[src/rtl/gpr_port_scheduler.sv]
// gpr_port_scheduler: serialises rs1/rs2 operand reads over one RF read port
// and round-robin arbitrates two writeback sources onto one RF write port.
module gpr_port_scheduler #(
  parameter bit BYPASS = 1'b1
) (
  input  logic        i_clock,
  input  logic        i_reset,
  input  logic        i_reqValid,
  output logic        o_reqReady,
  input  logic [4:0]  i_rs1Addr,
  input  logic [4:0]  i_rs2Addr,
  input  logic        i_needRs2,
  output logic        o_rspValid,
  input  logic        i_rspReady,
  output logic [31:0] o_rs1Data,
  output logic [31:0] o_rs2Data,
  output logic [4:0]  o_rfRdAddr,
  input  logic [31:0] i_rfRdData,
  input  logic        i_wbAValid,
  input  logic [4:0]  i_wbAAddr,
  input  logic [31:0] i_wbAData,
  output logic        o_wbAReady,
  input  logic        i_wbBValid,
  input  logic [4:0]  i_wbBAddr,
  input  logic [31:0] i_wbBData,
  output logic        o_wbBReady,
  output logic [4:0]  o_rfWrAddr,
  output logic [31:0] o_rfWrData
);
  typedef enum logic [1:0] {IDLE, RD1, RD2, RESP} state_t;
  state_t      state_q, state_d;
  logic [4:0]  rs1a_q, rs1a_d, rs2a_q, rs2a_d;
  logic        need2_q, need2_d, ptr_q, ptr_d, gnt_a, gnt_b;
  logic [31:0] rs1_q, rs1_d, rs2_q, rs2_d, cap;
  // ptr_q = 1 means B was granted last, so A wins the next contention
  assign gnt_a      = i_wbAValid && (!i_wbBValid || ptr_q);
  assign gnt_b      = i_wbBValid && !gnt_a;
  assign ptr_d      = gnt_a ? 1'b0 : gnt_b ? 1'b1 : ptr_q;
  assign o_wbAReady = gnt_a;
  assign o_wbBReady = gnt_b;
  assign o_rfWrAddr = gnt_a ? i_wbAAddr : gnt_b ? i_wbBAddr : 5'd0;
  assign o_rfWrData = (o_rfWrAddr == 5'd0) ? 32'd0 : gnt_a ? i_wbAData : i_wbBData;
  assign o_reqReady = state_q == IDLE;
  assign o_rspValid = state_q == RESP;
  assign o_rs1Data  = rs1_q;
  assign o_rs2Data  = rs2_q;
  assign o_rfRdAddr = (state_q == RD1) ? rs1a_q : (state_q == RD2) ? rs2a_q : 5'd0;
  assign cap = (o_rfRdAddr == 5'd0) ? 32'd0 :
               (BYPASS && o_rfWrAddr == o_rfRdAddr) ? o_rfWrData : i_rfRdData;
  always_comb begin
    state_d = state_q;
    rs1a_d  = rs1a_q;
    rs2a_d  = rs2a_q;
    need2_d = need2_q;
    rs1_d   = rs1_q;
    rs2_d   = rs2_q;
    unique case (state_q)
      IDLE: if (i_reqValid) begin
        rs1a_d  = i_rs1Addr;
        rs2a_d  = i_rs2Addr;
        need2_d = i_needRs2;
        state_d = RD1;
      end
      RD1: begin
        rs1_d   = cap;
        rs2_d   = need2_q ? rs2_q : 32'd0;
        state_d = need2_q ? RD2 : RESP;
      end
      RD2: begin
        rs2_d   = cap;
        state_d = RESP;
      end
      RESP: state_d = i_rspReady ? IDLE : RESP;
      default: state_d = IDLE;
    endcase
  end
  always_ff @(posedge i_clock or posedge i_reset) begin
    if (i_reset) begin
      state_q <= IDLE;
      rs1a_q  <= 5'd0;
      rs2a_q  <= 5'd0;
      need2_q <= 1'b0;
      rs1_q   <= 32'd0;
      rs2_q   <= 32'd0;
      ptr_q   <= 1'b1;
    end else begin
      state_q <= state_d;
      rs1a_q  <= rs1a_d;
      rs2a_q  <= rs2a_d;
      need2_q <= need2_d;
      rs1_q   <= rs1_d;
      rs2_q   <= rs2_d;
      ptr_q   <= ptr_d;
    end
  end
endmodule

[config.mk]
export PLATFORM = sky130hd
export DESIGN_NAME = gpr_port_scheduler
export DESIGN_NICKNAME = d
export VERILOG_FILES = /design/src/rtl/gpr_port_scheduler.sv
export SDC_FILE = /design/constraint.sdc
export NUM_CORES = 1
export LEC_CHECK = 0
export ABC_AREA = 1
export CAP_MARGIN = 0
export CORE_MARGIN = 5
export CORE_UTILIZATION = 44
export CTS_BUF_LIST = sky130_fd_sc_hd__clkbuf_16
export DETAILED_ROUTE_END_ITERATION = 7
export MAX_ROUTING_LAYER = met4
export PLACE_DENSITY = 0.95
export SLEW_MARGIN = 20
export SYNTH_ARGS = -nofsm -noshare
export SYNTH_HDL_FRONTEND = slang
export SYNTH_SLANG_ARGS = --single-unit
[constraint.sdc]
create_clock -name i_clock -period 6.85 [get_ports i_clock]
set_input_delay 1.37 -clock i_clock [delete_from_list [all_inputs] [get_ports i_clock]]
set_output_delay 1.37 -clock i_clock [all_outputs]
set_load 0.02 [all_outputs]
==> impl_metrics.py <==
metrics = {
    "drt": {
        "drtIter0Drc": 281,
        "drtPass1Iterations": 7,
        "drc": 0,
        "route.vias.total": 4915,
        "post_drt_wl_per_cell_um": 16.0,
        "viasPerCell": 5.02,
        "ant_nets": 0,
        "wl_mm": 15.6,
    },
    "synth": {
        "synth-edff-count": 0,
        "synth_top_area_share": 0.422,
        "synth.largest_area_cell": "dfrtp_1",
        "ys_seq_elements": 78,
        "ys_warn_count": 0,
        "synthArstFlopShare": 1.00,
        "synth_xor_area_frac": 0,
        "synth_top_family_by_area": "simple AND/OR/NAND/NOR gates",
        "synth_nets": 749,
        "muxShareOfSynthArea": 0.0951,
        "avgSynthCellArea_um2": 7.29,
        "synth_cell_types": 26,
        "synth.most_common_cell": "nand2_1",
        "synthAdderAreaFrac": 0,
        "synthCells": 626,
        "yosys.area_share.simple": 0.342,
        "synth_seq_area_share": 0.428,
        "syn_area_mm2": 0.00456,
        "synthTopCellsByArea": "dfrtp_1 (42%), nand2_1 (22%), nand4_1 (8.9%)",
        "netlist_top_cells_count": "nand2_1 (266), inv_1 (102), dfrtp_1 (77), nand4_1 (65), mux2i_1 (31)",
        "synth_compound_area_frac": 0.00685,
        "synth-main-ff-cell": "dfrtp_1",
    },
    "setup_path": {
        "path_class": "in -> out",
        "critPathBufInv": 4,
        "path_cells": "clkdlybuf4s50_1, a21oi_2, nand2_1, nand2_1, nor3_1, nand2_1, buf_4, nand2_1, inv_1, clkdlybuf4s50_1",
        "cp_slowest_cell": "clkdlybuf4s50_1",
        "worst_ep_arrival_time_ns": 4.19,
        "critPathMaxStageDelay_ns": 0.63,
        "crit_top_cell": "nand2_1",
        "crit_path_max_fanout": 17,
        "cp.required_ns": 5.48,
        "cp-end-kind": "output pin",
        "crit_family": "buffers and inverters",
        "start_kind": "primary input",
    },
    "sta": {
        "setup_viol": 0,
        "timing.slew.headroom": 0.350,
        "fin_skew_ns": 0.0110,
        "timing.fmax_ghz": 0.180,
        "tightestPinTransition_ns": 0.972,
        "final_hold_viol_count": 0,
        "rsz0062_at_grt": "no",
        "period_needed_ns": 5.56,
        "finalMaxSlewViolations": 0,
        "fin_crit_sh": 0.812,
        "tns_ns": 0,
    },
    "clock_tree": {
        "cts_resized": 0,
        "clock-sinks": 78,
        "root_buffer": "clkbuf_16",
        "post_cts_buffers": 0,
        "cts_buffer_depth": 2,
        "clk_latency_ns": 0.32,
        "cts_tree": "done",
        "h-tree-depth": 3,
        "holdBufCountCts": 0,
        "cts_made_buffers": 9,
        "clk_pin_slew_ns": 0.05,
    },
    "die": {
        "dieArea_mm2": 0.0125,
        "rows": 37,
        "start_util": 0.446,
        "ios": 233,
        "fp.coreArea_mm2": 0.0102,
        "die_h_um": 112,
        "die_w_um": 112,
    },
    "grt": {
        "antenna_found_initial": 0,
        "grt_overflow": 0,
        "grt_pass1_vias": 5071,
        "grtUsageTotal": 0.254,
        "grt_pass1_wl_mm": 25.1,
        "grt_max_degree": 41,
    },
    "min_path": {
        "worstHoldPathType": "reg -> reg",
    },
    "cells_and_area": {
        "diodes": 0,
        "drive_gt1_frac": 0.0569,
        "multiInputGateArea_mm2": 0.00203,
        "nFillCells": 788,
        "regArea_mm2": 0.00195,
        "fin_nets": 963,
        "synthToLayoutAreaGrowth_pct": 59.0,
    },
    "outcome": {
        "outcome": "finished clean",
    },
    "run": {
        "cap_violations": 0,
    },
    "power_and_ir_drop": {
        "p_leak_nw": 3.90,
        "powerDensity_mw_per_mm2": 397,
        "vdd_drop_max_uv": 321,
        "fin_total_pwr_w": 0.00288,
    },
    "placement": {
        "gp_congestion": 0.894,
        "place_hpwl_mm": 11.4,
        "port_buffers": 232,
    },
}
placed cells by master, fill, tap and decap left out, types with 5 or more instances in the layout:
master and n:
nand4_1 65, dfrtp_1 77, clkdlybuf4s50_1 232, inv_1 101
inv_2 8, nand2_1 266, clkbuf_16 9, nand3_1 12
buf_4 5, mux2_2 11, mux2i_1 31
routing by layer:
layer,wire length (um),GRT usage,vias to the layer above
li1,-,-,2395
met2,7980,0.428,237
met3,1200,0.0582,31
met4,331,0.0811,0
met1,6130,0.301,2252
met5,0,-,-
worst min-delay path, stage by stage (launching register included):
cell     delay, ns
dfrtp_1       0.34
nand2_1       0.05
nand2_1       0.05
final timing paths:
kind | depth (start not counted) | slack (ns) | to | start
worst min-delay path | 2 | 0.48 | o_rs1Data[5] | o_rs1Data[5]
worst max-delay path | 10 | 1.29 | o_rfWrData[11] | i_wbAValid
min in group asynchronous | 2 | 1.45 | o_rs1Data[9] | i_reset
max in group asynchronous | 3 | 4.44 | o_rs2Data[18] | i_reset
worst min register to register | 2 | 0.48 | o_rs1Data[5] | o_rs1Data[5]
worst max register to register | 12 | 3.56 | o_rs2Data[20] | state_q[0]
power breakdown:
group / internal [W] / switching (W) / leakage [nW]
clock network: 0.000351 / 0.000179 / 0.164
registers: 0.000641 / 0.000104 / 1.00
logic: 0.000608 / 0.000999 / 2.73
total: 0.00160 / 0.00128 / 3.90
state kept, by name, summed over array words and instances, names as in the netlist:
name and cells:
need2_q 1, o_rs1Data 32, o_rs2Data 32, ptr_q 1, rs1a_q 5, rs2a_q 5, state_q 2
cell type report:
type,count,share of cell area
tap,136,0.0235
clock buffer,9,0.0310
clock inverter,6,0.0141
timing repair buffer,237,0.325
inverter,110,0.0571
sequential,78,0.269
multi-input combinational,404,0.280
stage by stage:
stage	setup slack (ns)	std cells	instance area (um2)	hold WS, ns	util
final	1.29	980	7250	0.476	0.709
after global routing	1.11	980	7250	0.497	0.709
after CTS	1.29	980	7250	0.481	0.709
after detailed placement	1.31	965	6930	0.465	0.677
after global placement	1.50	965	6930	0.462	0.677
after floorplan	2.68	626	4560	0.466	-
kinds of logic after synthesis:
kind of cell | count (synthesis)
buffers and inverters | 144
multiplexers | 42
AND/OR/NAND/NOR | 357
flip-flops | 78
AO/OA/AOI/OAI | 5
Power figures use the tool's default switching activity.
